--- src/rtl/sipo_deser.sv ---
// sipo_deser: serial-in, parallel-out deserializer feeding a parallel-load
// register. Collects WIDTH qualified serial bits into a word, then presents
// the word on data_out together with a one-cycle load pulse.
//
// Optional feature macro: PARITY_CHK_EN
//   defined   : a trailing even-parity bit follows every word; a word is only
//               delivered when parity matches, otherwise parity_err pulses.
//   undefined : no parity bit, parity_err is tied to 0.
module sipo_deser #(
  parameter int WIDTH     = 8,
  parameter bit MSB_FIRST = 1'b1
) (
  input  logic                         clk,
  input  logic                         reset,
  input  logic                         clear,
  input  logic                         ser_in,
  input  logic                         ser_valid,
  output logic [WIDTH-1:0]             data_out,
  output logic                         load,
  output logic                         busy,
  output logic [$clog2(WIDTH+1)-1:0]   bit_cnt,
  output logic                         parity_err
);

  localparam int CW = $clog2(WIDTH + 1);
  localparam logic [CW-1:0] LAST_IDX = CW'(WIDTH - 1);
`ifdef PARITY_CHK_EN
  localparam logic [CW-1:0] FULL_CNT = CW'(WIDTH);
`endif

`ifdef PARITY_CHK_EN
  typedef enum logic [1:0] {
    IDLE   = 2'd0,
    SHIFT  = 2'd1,
    PARITY = 2'd2
  } state_t;
`else
  typedef enum logic [1:0] {
    IDLE  = 2'd0,
    SHIFT = 2'd1
  } state_t;
`endif

  state_t           state_q;
  logic [WIDTH-1:0] shift_q;
  logic [WIDTH-1:0] shift_d;
  logic [WIDTH-1:0] data_q;
  logic [CW-1:0]    cnt_q;
  logic             load_q;
  logic             busy_q;
`ifdef PARITY_CHK_EN
  logic             perr_q;
  logic             parity_ok;
`endif

  // Shift register contents once the current ser_in bit is taken in.
  always_comb begin
    shift_d = shift_q;
    if (MSB_FIRST) begin
      shift_d = {shift_q[WIDTH-2:0], ser_in};
    end else begin
      shift_d = {ser_in, shift_q[WIDTH-1:1]};
    end
  end

`ifdef PARITY_CHK_EN
  // Even parity across the assembled data bits and the incoming parity bit.
  always_comb begin
    parity_ok = ~((^shift_q) ^ ser_in);
  end
`endif

  // Control FSM, bit counter, shift register and registered outputs.
  always_ff @(posedge clk) begin
    if (!reset) begin
      state_q <= IDLE;
      shift_q <= '0;
      data_q  <= '0;
      cnt_q   <= '0;
      load_q  <= 1'b0;
      busy_q  <= 1'b0;
`ifdef PARITY_CHK_EN
      perr_q  <= 1'b0;
`endif
    end else begin
      // Pulses default low; they are only raised on a completion edge.
      load_q <= 1'b0;
`ifdef PARITY_CHK_EN
      perr_q <= 1'b0;
`endif
      if (clear) begin
        // Abort: drop the partial word, keep the last delivered word.
        state_q <= IDLE;
        shift_q <= '0;
        cnt_q   <= '0;
        busy_q  <= 1'b0;
      end else if (ser_valid) begin
        case (state_q)
          IDLE, SHIFT: begin
            if (cnt_q == LAST_IDX) begin
`ifdef PARITY_CHK_EN
              // Last data bit: wait for the parity bit before delivering.
              shift_q <= shift_d;
              cnt_q   <= FULL_CNT;
              state_q <= PARITY;
              busy_q  <= 1'b1;
`else
              // Last data bit: deliver the word in the same edge.
              data_q  <= shift_d;
              load_q  <= 1'b1;
              shift_q <= '0;
              cnt_q   <= '0;
              state_q <= IDLE;
              busy_q  <= 1'b0;
`endif
            end else begin
              shift_q <= shift_d;
              cnt_q   <= cnt_q + CW'(1);
              state_q <= SHIFT;
              busy_q  <= 1'b1;
            end
          end
`ifdef PARITY_CHK_EN
          PARITY: begin
            if (parity_ok) begin
              data_q <= shift_q;
              load_q <= 1'b1;
            end else begin
              perr_q <= 1'b1;
            end
            shift_q <= '0;
            cnt_q   <= '0;
            state_q <= IDLE;
            busy_q  <= 1'b0;
          end
`endif
          default: begin
            state_q <= IDLE;
            shift_q <= '0;
            cnt_q   <= '0;
            busy_q  <= 1'b0;
          end
        endcase
      end
    end
  end

  assign data_out = data_q;
  assign load     = load_q;
  assign busy     = busy_q;
  assign bit_cnt  = cnt_q;
`ifdef PARITY_CHK_EN
  assign parity_err = perr_q;
`else
  assign parity_err = 1'b0;
`endif

endmodule

--- config.mk ---
export PLATFORM = sky130hd
export DESIGN_NAME = sipo_deser
export DESIGN_NICKNAME = d
export VERILOG_FILES = /design/src/rtl/sipo_deser.sv
export SDC_FILE = /design/constraint.sdc
export NUM_CORES = 1
export LEC_CHECK = 0
export CAP_MARGIN = 20
export CELL_PAD_IN_SITES_DETAIL_PLACEMENT = 1
export CELL_PAD_IN_SITES_GLOBAL_PLACEMENT = 1
export CORE_UTILIZATION = 35
export CTS_BUF_LIST = sky130_fd_sc_hd__clkbuf_8 sky130_fd_sc_hd__clkbuf_16
export CTS_CLUSTER_DIAMETER = 80
export DETAILED_ROUTE_END_ITERATION = 8
export PLACE_DENSITY_LB_ADDON = 0.25
export RECOVER_POWER = 50
export SLEW_MARGIN = 40
export SYNTH_ARGS = -nofsm -noshare
export SYNTH_HDL_FRONTEND = slang
export SYNTH_SLANG_ARGS = --single-unit
--- constraint.sdc ---
create_clock -name clk -period 1.36 [get_ports clk]
set_input_delay 0.136 -clock clk [delete_from_list [all_inputs] [get_ports clk]]
set_output_delay 0.136 -clock clk [all_outputs]
set_load 0.1 [all_outputs]
==> results.cfg <==
[timing]
worstMarginPinSlew_ns = 0.546
clock.fmax_mhz = 825
fin_ws_ns = 0.148
skew_ns = 0.00728
hold_viol = 0
grt_setup_unrepaired = false
setup_viol = 0
min_period_over_period_pct = 89.2
final_max_slew_viol_count = 0
period_needed_ns = 1.21
max_slew_margin_pct = 63.8

[yosys]
synth_edf_count = 0
synthFlopType = dfxtp_1
synthDistinctLibCells = 18
netlist_top_cells_area = dfxtp_1 (50%), mux2i_1 (11%), nand2_1 (8.0%)
synth-compound-area-share_pct = 5.92
yosysMostFrequentCell = dfxtp_1
async_flop_share_pct = 0
synth_top_area_cell = dfxtp_1
synth_top_area_share_pct = 49.7
synth_area_um2 = 846
synthAdderAreaFrac_pct = 1.48
synth-xor-area-share_pct = 1.04
ys_warn_count = 0
synth_common_cells = dfxtp_1 (21), nand2_1 (18), a21oi_1 (9), mux2i_1 (9), nand2b_1 (9)
syn_nets = 99
syn_inst = 93
synth-simple-area-share_pct = 26.9
muxShareOfSynthArea_pct = 10.7
synth_top_family_by_area = simple AND/OR/NAND/NOR gates
yosysSeqAreaShare_pct = 49.7
synth_area_per_cell_um2 = 9.09
ys_ff_latch = 21

[setup_path]
path_max_fanout = 8
slowest_stage = dfxtp_4
worst_setup_path_start_kind = flop
endpoint_kind = flop
reg2regPathDepth = 5
worstPathArrival_ns = 1.40
cp.required_ns = 1.55
worstPathCellList = ha_4 > nand4b_4 > nor2_4 > buf_12 > mux2i_1
slowest_delay_ns = 0.38
crit_type = flop to flop

[finish]
stdcell_count = 144
area_growth_pct = 31.1
layout.nets = 123
n_antenna_cell = 0
layout-drive-gt1-share_pct = 27.6
design_area_um2 = 1110
finalCoreUtilization_pct = 49.2

[die]
die_width_um = 51.2
core_area_um2 = 2250
start_util_pct = 37.5
num_io_pins = 20
die_h_um = 51.2
num_rows = 17
die-area_um2 = 2620

[grt]
grt_overflow = 0
grt_max_degree = 17
grt_first_pass_wirelength_mm = 3.41
antenna_found_initial = 0
track_usage_pct = 19.1
grt_pass1_vias = 737

[routing]
drtAntennaViolNets = 0
drt_iter0_markers = 4
wl_mm = 2.02
routed_via_density = 4.99
drc = 0
drt_pass1_iterations = 2
wl_per_cell_um = 14.1
vias = 718

[power_and_ir_drop]
power_frac_comb_pct = 8.7
switching_share_pct = 24.9
power_frac_seq_pct = 54.7
p_sw_mw = 0.282
intPower_mw = 0.850
power.density_nw_per_um2 = 1020
power.static_leakage_nw = 0.416
ir_drop_uv = 676
p_clk_share_pct = 36.6

[outcome]
outcome = finished clean

[clock_tree]
path_clk_slew_ns = 0.08
cts_buffer_depth = 2
cts-root-buf = clkbuf_8
clk_latency_ns = 0.27
cts.htree.levels = 1
cts_setup_buffers = 0
cts_buffers = 3
numClockSinks = 21
cts_resized = 0
cts-hold-fix-buffers = 0
tritoncts = built

[place]
portBuffers = 18
dpl_cell_area_um2 = 1270
gp_congestion = 0.714
hpwlAfterDp_mm = 1.51
dp_slack_ns = -0.0678
dp_cells = 140

[job]
drv_cap = 0

[min_path]
min_path_cells = 2
hold_path.class = flop to flop
==> registers in the layout (all words and copies together), names as in the netlist <==
signal / flops
bit_cnt: 4
data_out: 8
shift_q: 7
busy: 1
load: 1
==> power groups by stage <==
stage	sequential (mW)	clock (mW)	combinational, mW
after floorplan	0.656	0	0.0469
after global placement	0.635	0	0.108
after detailed placement	0.635	0	0.110
after CTS	0.621	0.433	0.111
after global routing	0.619	0.455	0.107
final	0.619	0.414	0.0990
==> cells by family (layout without fill, tap and decap cells) <==
family,after synthesis,count (layout)
other cells,1,1
flops,21,21
mux,9,9
buf+inv,6,29
simple gates,44,44
fa+ha+maj,1,1
xor+xnor,1,1
compound gates,10,10
==> critical path: cells and delay by family, from the launching register on <==
family                     cells  cell delay (ns)
and+or+nand+nor                2             0.27
adders and majority gates      1             0.16
buffers and inverters          1             0.14
DFF                            1             0.38
muxes                          1             0.19
==> routing by layer <==
layer / vias to the layer above / GRT usage, % / part of all wire (%)
met5: - / 0 / 0
met1: 343 / 18.7 / 41
li1: 355 / - / -
met2: 15 / 31.8 / 50
met4: 0 / 13.9 / 3.0
met3: 5 / 8.04 / 5.2
==> layout make-up <==
| class | count | area (um^2) |
|---|---|---|
| well taps | 28 | 35.0 |
| multi-input cells | 66 | 414 |
| clock buffers | 3 | 41.3 |
| flip-flops and latches | 21 | 433 |
| fillers | 286 | 1150 |
| clock inverters | 1 | 5.00 |
| repair buffers | 25 | 180 |
==> metrics by stage <==
step                 TNS, ns  hold WS [ns]  power (mW)
global route               0         0.496        1.18
global placement    -0.00108         0.462       0.743
finish                     0         0.465        1.13
floorplan             -0.169         0.278       0.703
CTS                        0         0.482        1.16
detailed placement    -0.320         0.471       0.745
==> path summary, 6_finish.rpt <==
check / from / end / slack (ns)
setup / recovery: bit_cnt[1] / data_out[4] / 0.15
hold / removal: data_out[7] / data_out[7] / 0.46
setup reg to reg: bit_cnt[1] / data_out[4] / 0.15
hold reg to reg: data_out[7] / data_out[7] / 0.46
==> cell usage in the layout (no fill, tap or decap), types with 2 or more instances in the layout <==
cell type / Yosys / final
nand2_1: 18 / 18
dfxtp_1: 21 / 17
clkbuf_2: 0 / 11
nand2b_1: 9 / 9
a21oi_1: 9 / 9
mux2i_1: 9 / 9
nand3_1: 7 / 7
buf_4: 1 / 5
nor2_1: 4 / 4
dfxtp_4: 0 / 3
clkbuf_8: 0 / 3
clkdlybuf4s50_1: 0 / 3
clkbuf_4: 0 / 3
nand3b_1: 2 / 2
Note: power is estimated with default switching activity, not from simulation.
